### src/rtl/psimd_addsub_pipe_if.sv
// Handshake and data bundle for the packed-SIMD add/subtract pipeline.
// The master side is the producer/consumer environment; the slave side is the unit.
interface psimd_addsub_pipe_if #(
    parameter int LANE_W = 8,
    parameter int LANES  = 2
);
    localparam int DW = LANE_W * LANES;

    logic             in_valid;
    logic             in_ready;
    logic [DW-1:0]    in1;
    logic [DW-1:0]    in2;
    logic [1:0]       op;
    logic             sat_en;
    logic             out_valid;
    logic             out_ready;
    logic [DW-1:0]    out;
    logic [LANES-1:0] sat_lanes;
    logic [LANES-1:0] sticky_sat;
    logic             sticky_clr;

    modport master (
        output in_valid, in1, in2, op, sat_en, out_ready, sticky_clr,
        input  in_ready, out_valid, out, sat_lanes, sticky_sat
    );

    modport slave (
        input  in_valid, in1, in2, op, sat_en, out_ready, sticky_clr,
        output in_ready, out_valid, out, sat_lanes, sticky_sat
    );
endinterface

### src/rtl/psimd_addsub_pipe.sv
// Two-stage packed-SIMD add/subtract with per-lane signed/unsigned saturation
// and sticky overflow status. Stage A holds operands, stage B holds results.
module psimd_addsub_pipe #(
    parameter int LANE_W = 8,
    parameter int LANES  = 2
) (
    input  logic                  clk,
    input  logic                  rst_n,
    psimd_addsub_pipe_if.slave    bus
);
    localparam int DW = LANE_W * LANES;

    // One lane: returns {overflow, result}; no carry leaves the lane.
    function automatic logic [LANE_W:0] lane_op(
        input logic [LANE_W-1:0] a,
        input logic [LANE_W-1:0] b,
        input logic              sub,
        input logic              uns,
        input logic              sat
    );
        logic [LANE_W:0]   raw;
        logic              ovf;
        logic [LANE_W-1:0] clamp;
        logic [LANE_W-1:0] res;
        if (sub) begin
            raw = {1'b0, a} - {1'b0, b};
        end else begin
            raw = {1'b0, a} + {1'b0, b};
        end
        if (uns) begin
            ovf   = raw[LANE_W];
            clamp = sub ? {LANE_W{1'b0}} : {LANE_W{1'b1}};
        end else begin
            if (sub) begin
                ovf = (a[LANE_W-1] != b[LANE_W-1]) && (raw[LANE_W-1] != a[LANE_W-1]);
            end else begin
                ovf = (a[LANE_W-1] == b[LANE_W-1]) && (raw[LANE_W-1] != a[LANE_W-1]);
            end
            // Overflow direction follows in1's sign for both add and sub.
            clamp = a[LANE_W-1] ? {1'b1, {(LANE_W-1){1'b0}}} : {1'b0, {(LANE_W-1){1'b1}}};
        end
        if (sat && ovf) begin
            res = clamp;
        end else begin
            res = raw[LANE_W-1:0];
        end
        return {ovf, res};
    endfunction

    logic             valid_a_r;
    logic [DW-1:0]    in1_a_r;
    logic [DW-1:0]    in2_a_r;
    logic [1:0]       op_a_r;
    logic             sat_en_a_r;
    logic             out_valid_r;
    logic [DW-1:0]    out_r;
    logic [LANES-1:0] sat_r;
    logic [LANES-1:0] sticky_r;

    logic             adv_b_s;
    logic             adv_a_s;
    logic             hs_out_s;
    logic [DW-1:0]    out_nxt_s;
    logic [LANES-1:0] sat_nxt_s;
    logic [LANE_W:0]  lane_s;

    assign adv_b_s  = ~out_valid_r | bus.out_ready;
    assign adv_a_s  = ~valid_a_r | adv_b_s;
    assign hs_out_s = out_valid_r & bus.out_ready;

    // Evaluate every lane from the stage-A registers.
    always_comb begin
        out_nxt_s = {DW{1'b0}};
        sat_nxt_s = {LANES{1'b0}};
        lane_s    = {(LANE_W+1){1'b0}};
        for (int i = 0; i < LANES; i++) begin
            lane_s = lane_op(in1_a_r[i*LANE_W +: LANE_W], in2_a_r[i*LANE_W +: LANE_W],
                             op_a_r[0], op_a_r[1], sat_en_a_r);
            out_nxt_s[i*LANE_W +: LANE_W] = lane_s[LANE_W-1:0];
            sat_nxt_s[i]                  = lane_s[LANE_W];
        end
    end

    // Stage A: capture operands and mode on an input handshake.
    always_ff @(posedge clk or negedge rst_n) begin
        if (!rst_n) begin
            valid_a_r  <= 1'b0;
            in1_a_r    <= {DW{1'b0}};
            in2_a_r    <= {DW{1'b0}};
            op_a_r     <= 2'b00;
            sat_en_a_r <= 1'b0;
        end else if (adv_a_s) begin
            valid_a_r <= bus.in_valid;
            if (bus.in_valid) begin
                in1_a_r    <= bus.in1;
                in2_a_r    <= bus.in2;
                op_a_r     <= bus.op;
                sat_en_a_r <= bus.sat_en;
            end
        end
    end

    // Stage B: register results; last values linger when the stage empties.
    always_ff @(posedge clk or negedge rst_n) begin
        if (!rst_n) begin
            out_valid_r <= 1'b0;
            out_r       <= {DW{1'b0}};
            sat_r       <= {LANES{1'b0}};
        end else if (adv_b_s) begin
            out_valid_r <= valid_a_r;
            if (valid_a_r) begin
                out_r <= out_nxt_s;
                sat_r <= sat_nxt_s;
            end
        end
    end

    // Sticky status: a clear coinciding with a handshake keeps that beat's flags.
    always_ff @(posedge clk or negedge rst_n) begin
        if (!rst_n) begin
            sticky_r <= {LANES{1'b0}};
        end else if (hs_out_s) begin
            sticky_r <= (bus.sticky_clr ? {LANES{1'b0}} : sticky_r) | sat_r;
        end else if (bus.sticky_clr) begin
            sticky_r <= {LANES{1'b0}};
        end
    end

    assign bus.in_ready   = adv_a_s;
    assign bus.out_valid  = out_valid_r;
    assign bus.out        = out_r;
    assign bus.sat_lanes  = sat_r;
    assign bus.sticky_sat = sticky_r;
endmodule
### src/flat_wrapper.sv
// flat-port wrapper written by rule: the top's interface ports become plain ports
module psimd_addsub_pipe_flat 
#(
    parameter int LANE_W = 8,
    parameter int LANES  = 2
)
  (clk, rst_n, bus_in_valid, bus_in1, bus_in2, bus_op, bus_sat_en, bus_out_ready, bus_sticky_clr, bus_in_ready, bus_out_valid, bus_out, bus_sat_lanes, bus_sticky_sat);
  psimd_addsub_pipe_if #(.LANE_W(LANE_W), .LANES(LANES)) bus_i ();
  input  logic clk;
  input  logic rst_n;
  input wire logic [$bits(bus_i.in_valid)-1:0] bus_in_valid;
  input wire logic [$bits(bus_i.in1)-1:0] bus_in1;
  input wire logic [$bits(bus_i.in2)-1:0] bus_in2;
  input wire logic [$bits(bus_i.op)-1:0] bus_op;
  input wire logic [$bits(bus_i.sat_en)-1:0] bus_sat_en;
  input wire logic [$bits(bus_i.out_ready)-1:0] bus_out_ready;
  input wire logic [$bits(bus_i.sticky_clr)-1:0] bus_sticky_clr;
  output wire logic [$bits(bus_i.in_ready)-1:0] bus_in_ready;
  output wire logic [$bits(bus_i.out_valid)-1:0] bus_out_valid;
  output wire logic [$bits(bus_i.out)-1:0] bus_out;
  output wire logic [$bits(bus_i.sat_lanes)-1:0] bus_sat_lanes;
  output wire logic [$bits(bus_i.sticky_sat)-1:0] bus_sticky_sat;
  assign bus_i.in_valid = bus_in_valid;
  assign bus_i.in1 = bus_in1;
  assign bus_i.in2 = bus_in2;
  assign bus_i.op = bus_op;
  assign bus_i.sat_en = bus_sat_en;
  assign bus_i.out_ready = bus_out_ready;
  assign bus_i.sticky_clr = bus_sticky_clr;
  assign bus_in_ready = bus_i.in_ready;
  assign bus_out_valid = bus_i.out_valid;
  assign bus_out = bus_i.out;
  assign bus_sat_lanes = bus_i.sat_lanes;
  assign bus_sticky_sat = bus_i.sticky_sat;
  psimd_addsub_pipe #(.LANE_W(LANE_W), .LANES(LANES)) u_core (.clk(clk), .rst_n(rst_n), .bus(bus_i));
endmodule
### config.mk
export PLATFORM = sky130hd
export DESIGN_NAME = psimd_addsub_pipe_flat
export DESIGN_NICKNAME = d
export VERILOG_FILES = /design/src/rtl/psimd_addsub_pipe_if.sv /design/src/rtl/psimd_addsub_pipe.sv /design/src/flat_wrapper.sv
export SDC_FILE = /design/constraint.sdc
export NUM_CORES = 1
export LEC_CHECK = 0
export CORE_ASPECT_RATIO = 1.75
export CORE_UTILIZATION = 50
export CTS_BUF_LIST = sky130_fd_sc_hd__clkbuf_4 sky130_fd_sc_hd__clkbuf_8
export CTS_CLUSTER_DIAMETER = 40
export DETAILED_ROUTE_END_ITERATION = 10
export PLACE_DENSITY = 0.77
export REMOVE_ABC_BUFFERS = 1
export SLEW_MARGIN = 30
export SYNTH_ARGS = -nofsm -noshare
export SYNTH_HDL_FRONTEND = slang
export SYNTH_SLANG_ARGS = --single-unit
export TNS_END_PERCENT = 20
### constraint.sdc
create_clock -name clk -period 5.9 [get_ports clk]
set_input_delay 1.18 -clock clk [delete_from_list [all_inputs] [get_ports clk]]
set_output_delay 1.18 -clock clk [all_outputs]
set_load 0.01 [all_outputs]
==> impl_results.md, run 1 <==
* Area Growth Syn to Fin at 25.5%
* Drt total wl at 6.15 mm
* Worst Path Required at 4.72 ns
* Post-synthesis compound-gate area fraction at 0.150
* Detail Route Antenna Nets at 0
* Post-synthesis adder-cell area fraction at 0.0805
* Largest net degree at the start of global routing at 58
* Pre-antenna DRT Iters at 4
* Io pins at 62
* Final-stage net count at 424
* Vias in the first global route at 2458
* Comb power frac at 0.460
* XOR/XNOR Fraction of Synth Area at 0.0665
* Worst-path fanout max at 4
* Core area at 6280 um^2
* Worst Slack Setup Final at 2.31 ns
* Diodes inserted at 0
* WL/cell at 13.7 um
* Fill cells at 527
* Worst VDD drop at 0.217 mV
* Reg2reg setup slack at 2.43 ns
* #FFs+latches synth at 57
* Mux share of post-synthesis cell area at 0.132
* Routing usage on met1 at 0.239
* CTS Hold Bufs at 0
* CTS resizes at 0
* Int Power at 0.00107 W
* Largest family of logic cells by synthesized area: compound AO/OA/AOI/OAI gates
* First-pass GRT wire length at 10.9 mm
* Vias post-DR at 2497
* Post-synth EDFFs at 0
* Sw Ratio at 0.347
* GR Layer Usage met3 at 0.0456
* Initial DRC Count at 87
* Post-Synth Simple-Gate Area at 0.101
* TNS Setup at 0 ns
* Hold Path Class: flip-flop to flip-flop
* Die W at 63.4 um
* Worst slew pin tran at 0.715 ns
* Final Skew at 0.00438 ns
* Slew Limit Fails at 0
* Clock share of power at 0.186
* Net load switching power at 0.000569 W
* Status: finished, final reports clean
* YS warnings at 0
* WHS Endpoint: u_core.bus.sat_lanes[1]$_DFFE_PN0P_
* Fmax at 278 MHz
* RSZ-0062 raised after global routing: no
* Slew margin rel. at 0.523
* Synth cell types at 50
* Final critical-path required period at 3.59 ns
* Startpoint Class: input port
* Sequential cell area at 1430 um^2
* Worst setup path class: input port to primary output
* Leakage power at 1.79 nW
* Sequential power share at 0.354
* Hpwl dp at 4.74 mm
* Clock Tree Root: clkbuf_8
* Via/cell ratio at 5.57
* Starting density of the core at 0.525
* Clock transition at the registers of the reported paths at 0.05 ns
* Mapped Avg Cell Area at 11.0 um^2
* CTS tree: built
* Worst-case reg-to-reg path depth at 11
* Port bufs at 61
* Share of post-route cells with drive strength above 1 at 0.155
* Setup violators final at 0
* Gr busiest metal: met2
* Synth Flop Type: dfrtp_1
* Power per cell area at 396 nW/um^2
* Leading cell type in the layout, fill and taps excluded: clkdlybuf4s50_1
* HP Start: u_core.bus.sat_lanes[1]$_DFFE_PN0P_
* Inserted Clock Buffers at 9
* R2R Path Start: u_core.in2_a_r[12]$_DFFE_PN0P_
* Maximum root-to-sink buffer count at 2
* Global Route met2 Usage at 0.334
* Cell Rows at 38
* Crit. End Element: primary output
* Post-Place Worst Slack at 2.31 ns
* Cell Area, Synth at 3290 um^2
* GPL Wtd Cong at 0.851
* Initial antenna violation count at 0
* Max Cap Viol at 0
* Seq/Total Area, Yosys at 0.433
* Post-synth ARST share at 1.00
* Worst skew pair latency at 0.34 ns
* Post-CTS Setup Inserts at 0
* Congestion Overflow GR at 0
* Clk sinks at 57
* Remaining DRCs at 0
* Area occupied by multi-input gates at 1750 um^2
* WHS Path Cells at 2
* Worst Path Arrival at 2.41 ns
* # H-tree levels at 3
* Die ar. at 6930 um^2
* Final Hold Viols at 0
* Commonest non-fill, non-tap cells in the layout: 60 x clkdlybuf4s50_1, 57 x dfrtp_1, 36 x mux2_2
* Chip Height at 109 um
* Tot GR Track Use at 0.208
* Cell count after synthesis at 300
* Hold_ws at 0.491 ns
* RR Endpoint: u_core.bus.out[8]$_DFFE_PN0P_
* Period utilisation layout at 0.609
-- worst max-delay path, stage by stage --
cell and delay, ns:
clkdlybuf4s50_1 0.51, nand3b_1 0.17, clkdlybuf4s50_1 0.55
-- cell type report --
class | instances | area share
clock buffers | 11 | 0.0351
clock inverters | 4 | 0.00484
inverters | 20 | 0.0182
multi-input cells | 213 | 0.423
flip-flops and latches | 57 | 0.345
well taps | 80 | 0.0242
repair buffers | 63 | 0.150
-- kinds of logic (layout without fill, tap and decap cells) --
kind of cell | after synthesis | in the layout
XOR/XNOR | 25 | 25
flip-flops | 57 | 57
adder cells (fa/ha/maj) | 20 | 20
multiplexers | 39 | 39
buffers and inverters | 30 | 98
AND/OR/NAND/NOR | 63 | 63
AO/OA/AOI/OAI | 66 | 66
-- per-layer routing --
layer,share of wire,up-vias
met3,0.038,19
li1,-,1226
met4,0.036,0
met5,0,-
met1,0.42,1182
met2,0.51,70
-- state kept, by name (all words and copies together), names as in the netlist --
signal,cells
u_core.bus.out,16
u_core.in1_a_r,16
u_core.in2_a_r,16
u_core.bus.sat_lanes,2
u_core.bus.sticky_sat,2
u_core.op_a_r,2
u_core.bus.out_valid,1
u_core.sat_en_a_r,1
u_core.valid_a_r,1
-- Yosys cell counts, types with 2 or more instances --
library cell	n	area [um^2]
dfrtp_1	57	1430
mux2_2	36	405
inv_1	20	75.1
ha_1	18	225
xnor2_1	18	158
nor2_1	16	60.1
a21oi_1	15	75.1
a221o_1	14	140
nand2b_1	10	62.6
clkbuf_1	8	30.0
nand2_1	8	30.0
o21ai_0	7	35.0
xor2_1	7	61.3
a31oi_1	6	37.5
a21o_1	5	37.5
nand3_1	5	25.0
nor2b_1	5	31.3
nor3_1	4	20.0
and3_1	3	18.8
mux2i_1	3	30.0
and2_1	2	12.5
fa_1	2	40.0
nor3b_1	2	15.0
o21ai_1	2	10.0
or4_1	2	15.0
-- worst max path at each step --
stage                                              start                              to  slack [ns]  depth (start not counted)
after floorplan           u_core.in2_a_r[12]$_DFFE_PN0P_  u_core.bus.out[10]$_DFFE_PN0P_        2.76                         11
after global placement                     bus_out_ready                    bus_in_ready        2.34                          3
after detailed placement                   bus_out_ready                    bus_in_ready        2.31                          3
after CTS                                  bus_out_ready                    bus_in_ready        2.30                          3
after global routing      u_core.in2_a_r[12]$_DFFE_PN0P_   u_core.bus.out[8]$_DFFE_PN0P_        2.19                         11
final                                      bus_out_ready                    bus_in_ready        2.31                          3
-- power by group through the flow --
stage	clock [W]	sequential, W	combinational, W
detailed placement	0	0.000586	0.000753
global placement	0	0.000582	0.000739
floorplan	0	0.000595	0.000478
global route	0.000334	0.000594	0.000841
finish	0.000304	0.000579	0.000753
CTS	0.000314	0.000580	0.000757
-- metrics by stage --
stage,cell area [um^2],instances,total power [W],utilization
global route,4140,448,0.00177,0.659
finish,4140,448,0.00164,0.659
global placement,3970,433,0.00132,0.633
CTS,4140,448,0.00165,0.659
floorplan,3250,290,0.00107,-
detailed placement,3970,433,0.00134,0.633
No activity file was read; power rests on OpenSTA's default activity.
==> run 2, diff against run 1 <==
- CORE_UTILIZATION: 50 -> 49
- PLACE_DENSITY: 0.77 -> 0.79
- clock period: 5.9 -> 2.9 ns (I/O delays scaled with it)
==> impl_results.md, run 2 (same netlist as run 1, synthesis figures left out) <==
* Via/cell ratio at 5.40 (was 5.57)
* Share of post-route cells with drive strength above 1 at 0.312 (was 0.155)
* First-pass GRT wire length at 12.5 mm (was 10.9 mm)
* Port bufs at 61 (unchanged)
* GPL Wtd Cong at 0.882 (was 0.851)
* Clock Tree Root: clkbuf_8 (unchanged)
* Io pins at 62 (unchanged)
* Leading cell type in the layout, fill and taps excluded: clkdlybuf4s50_1 (unchanged)
* Hpwl dp at 5.48 mm (was 4.74 mm)
* Clk sinks at 57 (unchanged)
* Slew margin rel. at 0.456 (was 0.523)
* Setup violators final at 16 (was 0)
* Drt total wl at 7.23 mm (was 6.15 mm)
* Worst Slack Setup Final at -0.126 ns (was 2.31 ns)
* RSZ-0062 raised after global routing: yes (was no)
* Maximum root-to-sink buffer count at 2 (unchanged)
* Post-Place Worst Slack at -0.298 ns (was 2.31 ns)
* Initial antenna violation count at 0 (unchanged)
* Starting density of the core at 0.508 (was 0.525)
* Final Skew at 0.00424 ns (was 0.00438 ns)
* Worst slew pin tran at 0.816 ns (was 0.715 ns)
* Cell Rows at 39 (was 38)
* # H-tree levels at 3 (unchanged)
* Status: finished, violations left (was finished, final reports clean)
* Vias post-DR at 2712 (was 2497)
* Startpoint Class: flip-flop (was input port)
* Remaining DRCs at 0 (unchanged)
* Cell-by-cell trace of the critical path: nor3_2, and3_4, a21oi_2, xnor2_1, ha_1, inv_1, or4_4, and3_4, a311o_1, and4_4, a221o_1 (was clkdlybuf4s50_1, nand3b_1, clkdlybuf4s50_1)
* Period utilisation layout at 1.04
* Failing checks: setup timing
* Clock transition at the registers of the reported paths at 0.06 ns (was 0.05 ns)
* Cells after DPL at 479 (was 433)
* Diodes inserted at 0 (unchanged)
* CTS tree: built (unchanged)
* Congestion Overflow GR at 0 (unchanged)
* Worst skew pair latency at 0.33 ns (was 0.34 ns)
* Chip Height at 110 um (was 109 um)
* Slew Limit Fails at 0 (unchanged)
* Worst setup path class: flip-flop to flip-flop (was input port to primary output)
* Final-stage net count at 475 (was 424)
* Leakage power at 2.06 nW (was 1.79 nW)
* Die W at 64.0 um (was 63.4 um)
* Hold Path Class: input port to asynchronous set/reset pin (was flip-flop to flip-flop)
* Crit. End Element: flip-flop (was primary output)
* Final Power at 0.00384 W (was 0.00164 W)
* Worst Path Required at 3.11 ns (was 4.72 ns)
* Worst VDD drop at 0.414 mV (was 0.217 mV)
* Pre-antenna DRT Iters at 5 (was 4)
* Fmax at 331 MHz
* Commonest non-fill, non-tap cells in the layout: 60 x clkdlybuf4s50_1, 56 x dfrtp_1, 53 x buf_4 (was 60 x clkdlybuf4s50_1, 57 x dfrtp_1, 36 x mux2_2)
* CP max-delay cell: or4_4 (was clkdlybuf4s50_1)
* Vias in the first global route at 2803 (was 2458)
* Detail Route Antenna Nets at 0 (unchanged)
* Worst Path Arrival at 3.24 ns (was 2.41 ns)
* Fill cells at 484 (was 527)
* Worst-path fanout max at 7 (was 4)
* Max incr delay on CP at 0.54 ns (was 0.55 ns)
* Power per cell area at 825 nW/um^2 (was 396 nW/um^2)
* Inserted Clock Buffers at 9 (unchanged)
* Core area at 6490 um^2 (was 6280 um^2)
* WL/cell at 14.4 um (was 13.7 um)
* Largest net degree at the start of global routing at 39 (was 58)
* Final Hold Viols at 0 (unchanged)
* Area Growth Syn to Fin at 41.3% (was 25.5%)
* Die ar. at 7070 um^2 (was 6930 um^2)
* Tot GR Track Use at 0.227 (was 0.208)
* TNS Setup at -1.47 ns (was 0 ns)
* Most used cell, CP: and3_4 (was clkdlybuf4s50_1)
* Max Cap Viol at 0 (unchanged)
* Layout Cells excl Fill at 502 (was 448)
* Final critical-path required period at 3.03 ns
* CTS Hold Bufs at 0 (unchanged)
* Initial DRC Count at 82 (was 87)
[run 2: final cells by class]
type | instances | area [um^2] | area share
clock buffer | 16 | 176 | 0.0379
tap | 82 | 103 | 0.0220
timing repair buffer | 114 | 1000 | 0.216
multi-input combinational | 213 | 1870 | 0.402
sequential | 57 | 1430 | 0.307
inverter | 20 | 75.1 | 0.0161
[run 2: where the power goes]
| part | internal [W] | switching (W) | total (W) | leakage (nW) |
|---|---|---|---|---|
| Clock | 0.000377 | 0.000271 | 0.000649 | 0.0969 |
| Sequential | 0.00100 | 0.000158 | 0.00116 | 0.673 |
| Combinational | 0.00116 | 0.000866 | 0.00203 | 1.29 |
| Total | 0.00254 | 0.00130 | 0.00384 | 2.06 |
[run 2: timing repair]
action / in CTS / in global routing
setup endpoints to repair: 17 / 18
setup buffers: 6 / 1
pin swaps: 18 / 4
gates cloned: 0 / 0
gates resized for setup: 19 / 7
[run 2: worst max-delay path, delay by kind of cell, from the launching register on]
kind | cells | cell delay [ns]
AND/OR/NAND/NOR | 5 | 1.38
flip-flops | 1 | 0.38
adder cells (fa/ha/maj) | 1 | 0.33
XOR/XNOR | 1 | 0.12
AO/OA/AOI/OAI | 3 | 0.64
buffers and inverters | 1 | 0.07
[run 2: path summary, 6_finish.rpt]
check / from / to / slack (ns) / cells after the start
worst max-delay path: u_core.in2_a_r[10]$_DFFE_PN0P_ / u_core.bus.out[11]$_DFFE_PN0P_ / -0.13 / 11
worst min-delay path: rst_n / u_core.in1_a_r[12]$_DFFE_PN0P_ / 0.34 / 1
worst max register to register: u_core.in2_a_r[10]$_DFFE_PN0P_ / u_core.bus.out[11]$_DFFE_PN0P_ / -0.13 / 11
worst min register to register: u_core.bus.sat_lanes[1]$_DFFE_PN0P_ / u_core.bus.sat_lanes[1]$_DFFE_PN0P_ / 0.50 / 2
max in group asynchronous: rst_n / u_core.bus.out[7]$_DFFE_PN0P_ / 1.79 / 2
min in group clk: u_core.bus.sat_lanes[1]$_DFFE_PN0P_ / u_core.bus.sat_lanes[1]$_DFFE_PN0P_ / 0.50 / 2
[run 2: metal layers]
| layer | track usage | wire, um | vias up |
|---|---|---|---|
| met5 | 0 | 0 | - |
| met4 | 0.139 | 224 | 0 |
| met3 | 0.0248 | 166 | 18 |
| met2 | 0.403 | 3980 | 55 |
| met1 | 0.252 | 2860 | 1315 |
| li1 | - | - | 1324 |
[run 2: through the flow]
step	area, um^2	hold WS, ns	utilization
2_1_floorplan	3250	0.284	-
3_3_place_gp	4300	0.481	0.663
3_5_place_dp	4300	0.488	0.663
4_1_cts	4600	0.354	0.709
5_1_grt	4660	0.392	0.717
6_report	4660	0.340	0.717
